<file path="src/rtl/branch_resolve_queue_if.sv">
// Handshake bundle between fetch (alloc), execute (resolve) and the predictor (update/redirect).
// slave is the queue side; master is the side that drives alloc/resolve.
interface branch_resolve_queue_if #(
  parameter int TAG_BITS = 3,
  parameter int IDX_BITS = 5
);
  logic                alloc_valid;
  logic [31:0]         alloc_pc;
  logic [IDX_BITS-1:0] alloc_pht_index;
  logic                alloc_pred;
  logic                alloc_ready;
  logic [TAG_BITS-1:0] alloc_tag;
  logic                resolve_valid;
  logic [TAG_BITS-1:0] resolve_tag;
  logic                resolve_taken;
  logic [31:0]         resolve_target;
  logic                upd_valid;
  logic [IDX_BITS-1:0] upd_pht_index;
  logic                upd_result;
  logic                mispredict;
  logic [31:0]         mispredict_pc;
  logic [TAG_BITS:0]   count;

  modport slave (
    input  alloc_valid, alloc_pc, alloc_pht_index, alloc_pred,
    input  resolve_valid, resolve_tag, resolve_taken, resolve_target,
    output alloc_ready, alloc_tag,
    output upd_valid, upd_pht_index, upd_result, mispredict, mispredict_pc, count
  );

  modport master (
    output alloc_valid, alloc_pc, alloc_pht_index, alloc_pred,
    output resolve_valid, resolve_tag, resolve_taken, resolve_target,
    input  alloc_ready, alloc_tag,
    input  upd_valid, upd_pht_index, upd_result, mispredict, mispredict_pc, count
  );
endinterface

</file>
<file path="src/rtl/branch_resolve_queue.sv">
// In-order branch tracking queue: out-of-order resolve by tag, in-order retire with
// PHT training updates, and a full flush when a retiring branch was mispredicted.
module branch_resolve_queue #(
  parameter int TAG_BITS = 3,
  parameter int IDX_BITS = 5
) (
  input logic                  clock,
  input logic                  reset,
  branch_resolve_queue_if.slave bus
);
  localparam int DEPTH = 1 << TAG_BITS;
  localparam logic [TAG_BITS:0] FULL = (TAG_BITS + 1)'(DEPTH);

  logic [DEPTH-1:0]    valid_q, resolved_q, pred_q, taken_q;
  logic [IDX_BITS-1:0] idx_q    [DEPTH];
  logic [31:0]         pc_q     [DEPTH];
  logic [31:0]         target_q [DEPTH];
  logic [TAG_BITS-1:0] head, tail;
  logic [TAG_BITS:0]   count_q;

  logic                upd_valid_q, upd_result_q, mispredict_q;
  logic [IDX_BITS-1:0] upd_idx_q;
  logic [31:0]         mispredict_pc_q;

  logic retire, flush, alloc_acc, resolve_acc;

  assign retire      = valid_q[head] & resolved_q[head];
  assign flush       = retire & (taken_q[head] != pred_q[head]);
  assign alloc_acc   = bus.alloc_valid & bus.alloc_ready & ~flush;
  assign resolve_acc = bus.resolve_valid & valid_q[bus.resolve_tag] & ~flush;

  assign bus.alloc_ready   = count_q < FULL;
  assign bus.alloc_tag     = tail;
  assign bus.count         = count_q;
  assign bus.upd_valid     = upd_valid_q;
  assign bus.upd_pht_index = upd_idx_q;
  assign bus.upd_result    = upd_result_q;
  assign bus.mispredict    = mispredict_q;
  assign bus.mispredict_pc = mispredict_pc_q;

  always_ff @(posedge clock or negedge reset) begin
    if (!reset) begin
      valid_q    <= '0;
      resolved_q <= '0;
      pred_q     <= '0;
      taken_q    <= '0;
      for (int i = 0; i < DEPTH; i++) begin
        idx_q[i]    <= '0;
        pc_q[i]     <= '0;
        target_q[i] <= '0;
      end
    end else if (flush) begin
      valid_q    <= '0;
      resolved_q <= '0;
    end else begin
      if (resolve_acc) begin
        resolved_q[bus.resolve_tag] <= 1'b1;
        taken_q[bus.resolve_tag]    <= bus.resolve_taken;
        target_q[bus.resolve_tag]   <= bus.resolve_target;
      end
      // Retire clear comes after resolve so a re-resolve of the retiring head cannot revive it.
      if (retire) begin
        valid_q[head]    <= 1'b0;
        resolved_q[head] <= 1'b0;
      end
      // tail never equals a valid slot while alloc_ready is high.
      if (alloc_acc) begin
        valid_q[tail]    <= 1'b1;
        resolved_q[tail] <= 1'b0;
        pred_q[tail]     <= bus.alloc_pred;
        idx_q[tail]      <= bus.alloc_pht_index;
        pc_q[tail]       <= bus.alloc_pc;
      end
    end
  end

  always_ff @(posedge clock or negedge reset) begin
    if (!reset) begin
      head    <= '0;
      tail    <= '0;
      count_q <= '0;
    end else if (flush) begin
      head    <= head + 1'b1;
      tail    <= head + 1'b1;
      count_q <= '0;
    end else begin
      if (retire)    head <= head + 1'b1;
      if (alloc_acc) tail <= tail + 1'b1;
      case ({alloc_acc, retire})
        2'b10:   count_q <= count_q + 1'b1;
        2'b01:   count_q <= count_q - 1'b1;
        default: count_q <= count_q;
      endcase
    end
  end

  always_ff @(posedge clock or negedge reset) begin
    if (!reset) begin
      upd_valid_q     <= 1'b0;
      upd_idx_q       <= '0;
      upd_result_q    <= 1'b0;
      mispredict_q    <= 1'b0;
      mispredict_pc_q <= '0;
    end else begin
      upd_valid_q  <= retire;
      mispredict_q <= flush;
      if (retire) begin
        upd_idx_q    <= idx_q[head];
        upd_result_q <= taken_q[head];
      end
      if (flush)
        mispredict_pc_q <= taken_q[head] ? target_q[head] : pc_q[head] + 32'd4;
    end
  end
endmodule

</file>
<file path="src/flat_wrapper.sv">
// flat-port wrapper written by rule: the top's interface ports become plain ports
module branch_resolve_queue_flat 
#(
  parameter int TAG_BITS = 3,
  parameter int IDX_BITS = 5
)
  (clock, reset, bus_alloc_valid, bus_alloc_pc, bus_alloc_pht_index, bus_alloc_pred, bus_resolve_valid, bus_resolve_tag, bus_resolve_taken, bus_resolve_target, bus_alloc_ready, bus_alloc_tag, bus_upd_valid, bus_upd_pht_index, bus_upd_result, bus_mispredict, bus_mispredict_pc, bus_count);
  branch_resolve_queue_if #(.TAG_BITS(TAG_BITS), .IDX_BITS(IDX_BITS)) bus_i ();
  input logic clock;
  input logic reset;
  input wire logic [$bits(bus_i.alloc_valid)-1:0] bus_alloc_valid;
  input wire logic [$bits(bus_i.alloc_pc)-1:0] bus_alloc_pc;
  input wire logic [$bits(bus_i.alloc_pht_index)-1:0] bus_alloc_pht_index;
  input wire logic [$bits(bus_i.alloc_pred)-1:0] bus_alloc_pred;
  input wire logic [$bits(bus_i.resolve_valid)-1:0] bus_resolve_valid;
  input wire logic [$bits(bus_i.resolve_tag)-1:0] bus_resolve_tag;
  input wire logic [$bits(bus_i.resolve_taken)-1:0] bus_resolve_taken;
  input wire logic [$bits(bus_i.resolve_target)-1:0] bus_resolve_target;
  output wire logic [$bits(bus_i.alloc_ready)-1:0] bus_alloc_ready;
  output wire logic [$bits(bus_i.alloc_tag)-1:0] bus_alloc_tag;
  output wire logic [$bits(bus_i.upd_valid)-1:0] bus_upd_valid;
  output wire logic [$bits(bus_i.upd_pht_index)-1:0] bus_upd_pht_index;
  output wire logic [$bits(bus_i.upd_result)-1:0] bus_upd_result;
  output wire logic [$bits(bus_i.mispredict)-1:0] bus_mispredict;
  output wire logic [$bits(bus_i.mispredict_pc)-1:0] bus_mispredict_pc;
  output wire logic [$bits(bus_i.count)-1:0] bus_count;
  assign bus_i.alloc_valid = bus_alloc_valid;
  assign bus_i.alloc_pc = bus_alloc_pc;
  assign bus_i.alloc_pht_index = bus_alloc_pht_index;
  assign bus_i.alloc_pred = bus_alloc_pred;
  assign bus_i.resolve_valid = bus_resolve_valid;
  assign bus_i.resolve_tag = bus_resolve_tag;
  assign bus_i.resolve_taken = bus_resolve_taken;
  assign bus_i.resolve_target = bus_resolve_target;
  assign bus_alloc_ready = bus_i.alloc_ready;
  assign bus_alloc_tag = bus_i.alloc_tag;
  assign bus_upd_valid = bus_i.upd_valid;
  assign bus_upd_pht_index = bus_i.upd_pht_index;
  assign bus_upd_result = bus_i.upd_result;
  assign bus_mispredict = bus_i.mispredict;
  assign bus_mispredict_pc = bus_i.mispredict_pc;
  assign bus_count = bus_i.count;
  branch_resolve_queue #(.TAG_BITS(TAG_BITS), .IDX_BITS(IDX_BITS)) u_core (.clock(clock), .reset(reset), .bus(bus_i));
endmodule
</file>
<file path="config.mk">
export PLATFORM = sky130hd
export DESIGN_NAME = branch_resolve_queue_flat
export DESIGN_NICKNAME = d
export VERILOG_FILES = /design/src/rtl/branch_resolve_queue_if.sv /design/src/rtl/branch_resolve_queue.sv /design/src/flat_wrapper.sv
export SDC_FILE = /design/constraint.sdc
export NUM_CORES = 1
export LEC_CHECK = 0
export ABC_CLOCK_PERIOD_IN_PS = 3700
export BUFFER_PORTS_ARGS = -buffer_cell sky130_fd_sc_hd__clkbuf_2
export CAP_MARGIN = 15
export CORE_MARGIN = 5
export CORE_UTILIZATION = 50
export DETAILED_ROUTE_END_ITERATION = 16
export PLACE_DENSITY = 0.76
export RECOVER_POWER = 100
export SLEW_MARGIN = 10
export SYNTH_ARGS = -nofsm -noshare
export SYNTH_HDL_FRONTEND = slang
export SYNTH_SLANG_ARGS = --single-unit
</file>
<file path="constraint.sdc">
create_clock -name clock -period 3.7 [get_ports clock]
set_input_delay 0.555 -clock clock [delete_from_list [all_inputs] [get_ports clock]]
set_output_delay 0.555 -clock clock [all_outputs]
set_load 0.02 [all_outputs]
</file>
==> metrics.yaml, run 1 <==
cp_cell_sequence: "buf_12, buf_12, inv_1, buf_4, mux2i_1, xnor2_1, or2_2, buf_4, nand3b_1, nor3b_2, buf_6, mux2_2"
failed_checks: "capacitance limit, slew limit"
ir_worst_vdd_mv: 0.3805
synth_area_um2: 29350
vias_per_cell: 6.150
grt_antenna_before_repair: 3
cts_resized: 0
netlist_instances: 2196
ys_seq_area_frac: 0.5405
drtAntennaViolNets: 0
synth_edf_count: 0
cp-start-kind: "register"
die_height_um: 252.3
numCtsBuffers: 68
path_clk_slew_ps: 60
dr.pass1.iters: 7
cts_tree: "done"
power_w: 0.01629
synthToLayoutAreaGrowth_pct: 13.47
critPathCaptureType: "register"
clock_sinks: 634
path_max_fanout: 34
fin_crit_sh: 0.9767
critPathRequiredTime_ps: 4180
drive_gt1_frac: 0.3896
avgRoutedWirePerCell_um: 24.76
crit_arrival_ps: 4090
cts_root_buf: "clkbuf_16"
outcome: "complete, but fails checks"
setup_violations: 0
whs_ps: 287.8
use_met3: 0.05063
synth_flop_cell: "dfrtp_1"
num_vias: 19500
place_hpwl_um: 51050
drcViolationCount: 0
crit_slowest_cell: "dfrtp_4"
slowest_delay_ps: 530
fin_area_um2: 33300
track_usage: 0.2473
syn_nets: 2281
place_area_um2: 31420
maxSlewViolCount: 104
nNetsFinal: 2443
cap_violations: 1
path_buf_inv: 6
r2r_setup_slack_ps: 90
timing.slew.headroom: -1.001
worstMarginPinSlew_ps: 3001
tns_ps: 0
gr-total-overflow: 0
die_area_um2: 63650
synth.avg_cell_area_um2: 13.37
fmax_ghz: 0.2767
final_hold_viol_count: 0
grt.busiest_layer: "met2"
place_congestion: 0.9120
placeableCoreArea_um2: 57920
wl_um: 78510
crit_type: "reg -> reg"
clock_skew_ps: 22.00
initial_utilization: 0.5068
grt_pass1_vias: 20850
async_reset_ff_frac: 1.000
power_density_nw_per_um2: 489.1
rsz0062_at_grt: "false"
fin_crit_ps: 3614
grt_pass1_wl_um: 123600
synth_warnings: 0
cts_hold_buffers: 0
htreeDepth: 3
fin_util: 0.5751
globalRouteMet1Util: 0.3300
grt_max_degree: 107
die_w_um: 252.3
drtIter0Drc: 1565
synth_cell_types: 68
ios: 126
p_leak_nw: 15.02
use_met2: 0.4036
hp-class: "in -> reg"
postCtsSetupBuffers: 0
critPathTopFamily: "buffers and inverters"
synth-seq-cells: 634
rows: 88
clk_latency_ps: 610
cts_buffer_depth: 3
io_buffers: 125
[cells in the final DEF, fill, tap and decap left out, drive strengths merged, types with 4 or more instances in the layout]
| cell type | Yosys | routed |
|---|---|---|
| clkbuf | 58 | 269 |
| xor2 | 10 | 10 |
| o211ai | 11 | 11 |
| a311o | 4 | 4 |
| o21ai | 53 | 53 |
| mux4 | 41 | 41 |
| o31ai | 5 | 5 |
| a221o | 6 | 6 |
| nor2 | 115 | 115 |
| or4 | 6 | 6 |
| nor4 | 4 | 4 |
| nor3b | 4 | 4 |
| o22ai | 45 | 45 |
| a22oi | 6 | 6 |
| xnor2 | 19 | 19 |
| nor2b | 10 | 10 |
| ha | 7 | 7 |
| mux2 | 585 | 585 |
| buf | 95 | 77 |
| nand2b | 4 | 4 |
| and3 | 5 | 5 |
| nand4 | 9 | 9 |
| inv | 11 | 15 |
| a211oi | 15 | 15 |
| a221oi | 7 | 7 |
| nand2 | 58 | 58 |
| nand3 | 16 | 16 |
| clkinv | 2 | 10 |
| nand3b | 6 | 6 |
| a21oi | 106 | 106 |
| a31oi | 8 | 8 |
| o2bb2ai | 10 | 10 |
| nor3 | 23 | 23 |
| a21o | 5 | 5 |
| dfrtp | 634 | 634 |
| mux2i | 158 | 158 |
[final timing paths]
path | startpoint | end | cells after the start
min | bus_alloc_pc[27] | u_core.pc_q[187] | 2
max | u_core.head[0] | u_core.pc_q[98] | 12
min reg2reg | u_core.bus.upd_pht_index[4] | u_core.bus.upd_pht_index[4] | 2
max in group asynchronous | reset | u_core.idx_q[15] | 3
min in group asynchronous | reset | u_core.target_q[7] | 1
max reg2reg | u_core.head[0] | u_core.pc_q[98] | 12
[layer usage]
metal / wire length, um / vias to the layer above
met5: 23 / -
met4: 3192 / 4
met2: 37580 / 647
met3: 4819 / 196
met1: 32890 / 10230
li1: - / 8428
[cell type report]
type | instances | area (um2)
Fill cell | 4612 | 24610
Sequential cell | 634 | 15880
Multi-Input combinational cell | 1396 | 12720
Clock buffer | 101 | 2029
Timing Repair Buffer | 245 | 1490
Tap cell | 765 | 957.2
Clock inverter | 16 | 172.7
Inverter | 13 | 51.30
Antenna cell | 1 | 2.502
[cell usage after synthesis (11+ instances only)]
cell	number	area share
mux4_2	33	0.025
nor3_1	22	0.0038
mux2i_1	157	0.054
xnor2_1	19	0.0057
mux2_2	585	0.22
dfrtp_1	634	0.54
a211oi_1	13	0.0033
buf_1	11	0.0014
a21oi_1	106	0.018
nand3_1	16	0.0027
o21ai_0	51	0.0087
nor2_1	115	0.015
clkbuf_1	58	0.0074
o22ai_1	45	0.0096
buf_2	69	0.012
o211ai_1	11	0.0028
nand2_1	58	0.0074
[sequential cells by signal (all words and copies together), names as in the netlist]
register / count
u_core.pc_q: 256
u_core.target_q: 256
u_core.idx_q: 40
u_core.bus.mispredict_pc: 32
u_core.pred_q: 8
u_core.resolved_q: 8
u_core.taken_q: 8
u_core.valid_q: 8
u_core.bus.upd_pht_index: 5
u_core.bus.count: 4
u_core.bus.alloc_tag: 3
u_core.head: 3
u_core.bus.mispredict: 1
u_core.bus.upd_result: 1
u_core.bus.upd_valid: 1
[power by group]
part	switching [W]	internal (W)	total, W
clock network	0.00277	0.00394	0.00671
registers	0.000372	0.00767	0.00804
logic	0.000717	0.000818	0.00153
total	0.00386	0.0124	0.0163
[metrics by stage]
stage / cells / setup WS [ps]
finish: 3171 / 86.10
global route: 3171 / 1.912
CTS: 3170 / 70.19
detailed placement: 3053 / 97.46
global placement: 3053 / 210.4
floorplan: 2196 / 18.74
[cells by family after synthesis]
group | share of synthesized area
simple gates | 0.04446
flops | 0.5405
compound gates | 0.06445
fa+ha+maj | 0.002984
mux | 0.3109
xor+xnor | 0.008653
buf+inv | 0.02801
Note: power is estimated with default switching activity, not from simulation.
==> inputs of run 2 (changes only) <==
GPL_TIMING_DRIVEN = 0   (was not set)
==> run 2 against run 1 <==
  * The run ends with capacitance limit, slew limit, setup timing left
  * Maximum frequency decreased by 2.9%
  * Routed wire length increased by 13%
  * Die area unchanged
  * Via count increased by 4.3%
  * Final cell count increased by 1.8%
  * Hold slack got worse by 3.5 ps
  * Register-to-register slack got worse by 110 ps
  * Critical path depth increased by 2
  * Clock skew increased by 17 ps
  * Combinational power increased by 5%
  * Sequential cell count unchanged
  * Highest routed layer unchanged
==> metrics.yaml, run 2 (synthesized netlist as in run 1, its figures left out) <==
drive_gt1_frac: 0.4037
numCtsBuffers: 68
cp-start-kind: "register"
die_height_um: 252.3
critPathRequiredTime_ps: 4200
cts_tree: "done"
track_usage: 0.2749
rows: 88
avgRoutedWirePerCell_um: 27.54
p_leak_nw: 15.27
nNetsFinal: 2496
crit_arrival_ps: 4220
fmax_ghz: 0.2687
final_common_cell: "dfrtp_1"
cts_buffer_depth: 3
synthToLayoutAreaGrowth_pct: 15.40
setup_violations: 10
critPathCaptureType: "register"
gr-total-overflow: 0
r2r_setup_slack_ps: -20
drtIter0Drc: 2306
initial_utilization: 0.5068
num_vias: 20340
grt_pass1_wl_um: 133200
wl_um: 88920
io_buffers: 124
power_frac_seq: 0.490
reg_top3: "u_core.pc_q: 256 flops, u_core.target_q: 256 flops, u_core.idx_q: 40 flops"
outcome: "complete, but fails checks"
vias_per_cell: 6.299
fin_util: 0.5848
htreeDepth: 3
crit_type: "reg -> reg"
use_met3: 0.08551
die_area_um2: 63650
grt_antenna_before_repair: 14
cts_root_buf: "clkbuf_16"
fin_crit_ps: 3722
drtAntennaViolNets: 0
internal_power_w: 0.01250
layout_setup_ws_ps: -21.89
die_w_um: 252.3
tns_ps: -73.01
grt.busiest_layer: "met2"
grt_pass1_vias: 21220
final_cell_mix: "dfrtp_1 (634), mux2_2 (585), mux2i_1 (153)"
path_clk_slew_ps: 60
fillCellCount: 4485
globalRouteMet1Util: 0.3626
place_hpwl_um: 59790
power_frac_clock: 0.412
path_max_fanout: 10
clk_latency_ps: 620
placeableCoreArea_um2: 57920
worstMarginPinSlew_ps: 1645
cap_violations: 1
ir_worst_vdd_mv: 0.3172
failed_checks: "capacitance limit, slew limit, setup timing"
timing.slew.headroom: -0.09642
power_w: 0.01646
place_congestion: 0.9451
final_hold_viol_count: 0
p_comb_frac: 0.098
p_sw_frac: 0.2404
clock_sinks: 634
drcViolationCount: 0
power_density_nw_per_um2: 485.9
ios: 126
grt_max_degree: 114
power.switching_w: 0.003957
whs_ps: 284.3
fin_crit_sh: 1.006
hp-class: "in -> reg"
clock_skew_ps: 39.35
use_met2: 0.4134
maxSlewViolCount: 55
dr.pass1.iters: 7
==> run 2: cell types whose count changed in the layout (fill, tap and decap cells not counted), sizes merged <==
cell and delta:
buf +32, bufinv +3, clkbuf +12, clkdlybuf4s15 +3, clkdlybuf4s18 +1, clkinv -2
diode +8, dlygate4sd3 +1
==> run 2: what timing repair did <==
action	in CTS	in global routing
gates cloned	0	1
pin swaps	2	6
setup endpoints to repair	631	152
resized for setup	117	53
endpoints found under the hold margin	53	0
hold buffers	1	0
setup buffers	4	9
==> run 2: metrics by stage <==
| stage | cells | setup WS, ps | cell area (um2) |
|---|---|---|---|
| finish | 3229 | -21.89 | 33870 |
| global route | 3228 | -41.29 | 33870 |
| CTS | 3211 | -131.0 | 33690 |
| detailed placement | 3092 | -1719 | 31120 |
| global placement | 3085 | -11760 | 30930 |
| floorplan | 2196 | 18.74 | 29350 |
==> run 2: layout make-up <==
cell class                      count  area (um2)  area share
Sequential cell                   634       15870      0.4684
Multi-Input combinational cell   1396       12930      0.3817
Clock buffer                       97        1942     0.05733
Buffer                            152        1035     0.03055
Tap cell                          765       957.2     0.02826
Timing Repair Buffer              146       817.0     0.02412
Clock inverter                     17       249.0    0.007351
Inverter                           13       56.30    0.001662
Antenna cell                        9       22.52   0.0006649
==> run 2: power groups by stage <==
stage / Sequential (W) / Clock (W) / Combinational [W]
finish: 0.00806 / 0.00678 / 0.00161
global route: 0.00812 / 0.00715 / 0.00175
CTS: 0.00803 / 0.00688 / 0.00161
detailed placement: 0.00815 / 0 / 0.00158
global placement: 0.00810 / 0 / 0.00147
floorplan: 0.00803 / 0 / 0.00103
==> run 2: path summary, 6_finish.rpt <==
check | end | cells past startpoint | from
min | u_core.pc_q[131] | 2 | bus_alloc_pc[3]
min reg2reg | u_core.bus.upd_pht_index[0] | 2 | u_core.bus.upd_pht_index[0]
max in group asynchronous | u_core.pc_q[215] | 4 | reset
max reg2reg | u_core.pc_q[54] | 14 | u_core.head[0]
min in group asynchronous | u_core.target_q[100] | 2 | reset
max | u_core.pc_q[54] | 14 | u_core.head[0]
==> run 2: routing by layer <==
| layer | part of all wire | wire length (um) | up-vias |
|---|---|---|---|
| met5 | 0.00047 | 42 | - |
| met4 | 0.056 | 4986 | 6 |
| met3 | 0.10 | 8915 | 290 |
| met2 | 0.45 | 40050 | 1073 |
| met1 | 0.39 | 34930 | 10450 |
| li1 | - | - | 8520 |
==> run 2: worst max-delay path, stage by stage, from the launching register on <==
cell and delay, ps:
dfrtp_1 400, buf_12 150, buf_12 120, buf_12 140, mux2i_2 250, nor2_2 80, a211oi_4 290, xnor2_2 160
or2_2 150, buf_6 160, nand3b_1 200, nor2_1 390, clkbuf_4 350, buf_2 360, mux2_2 380
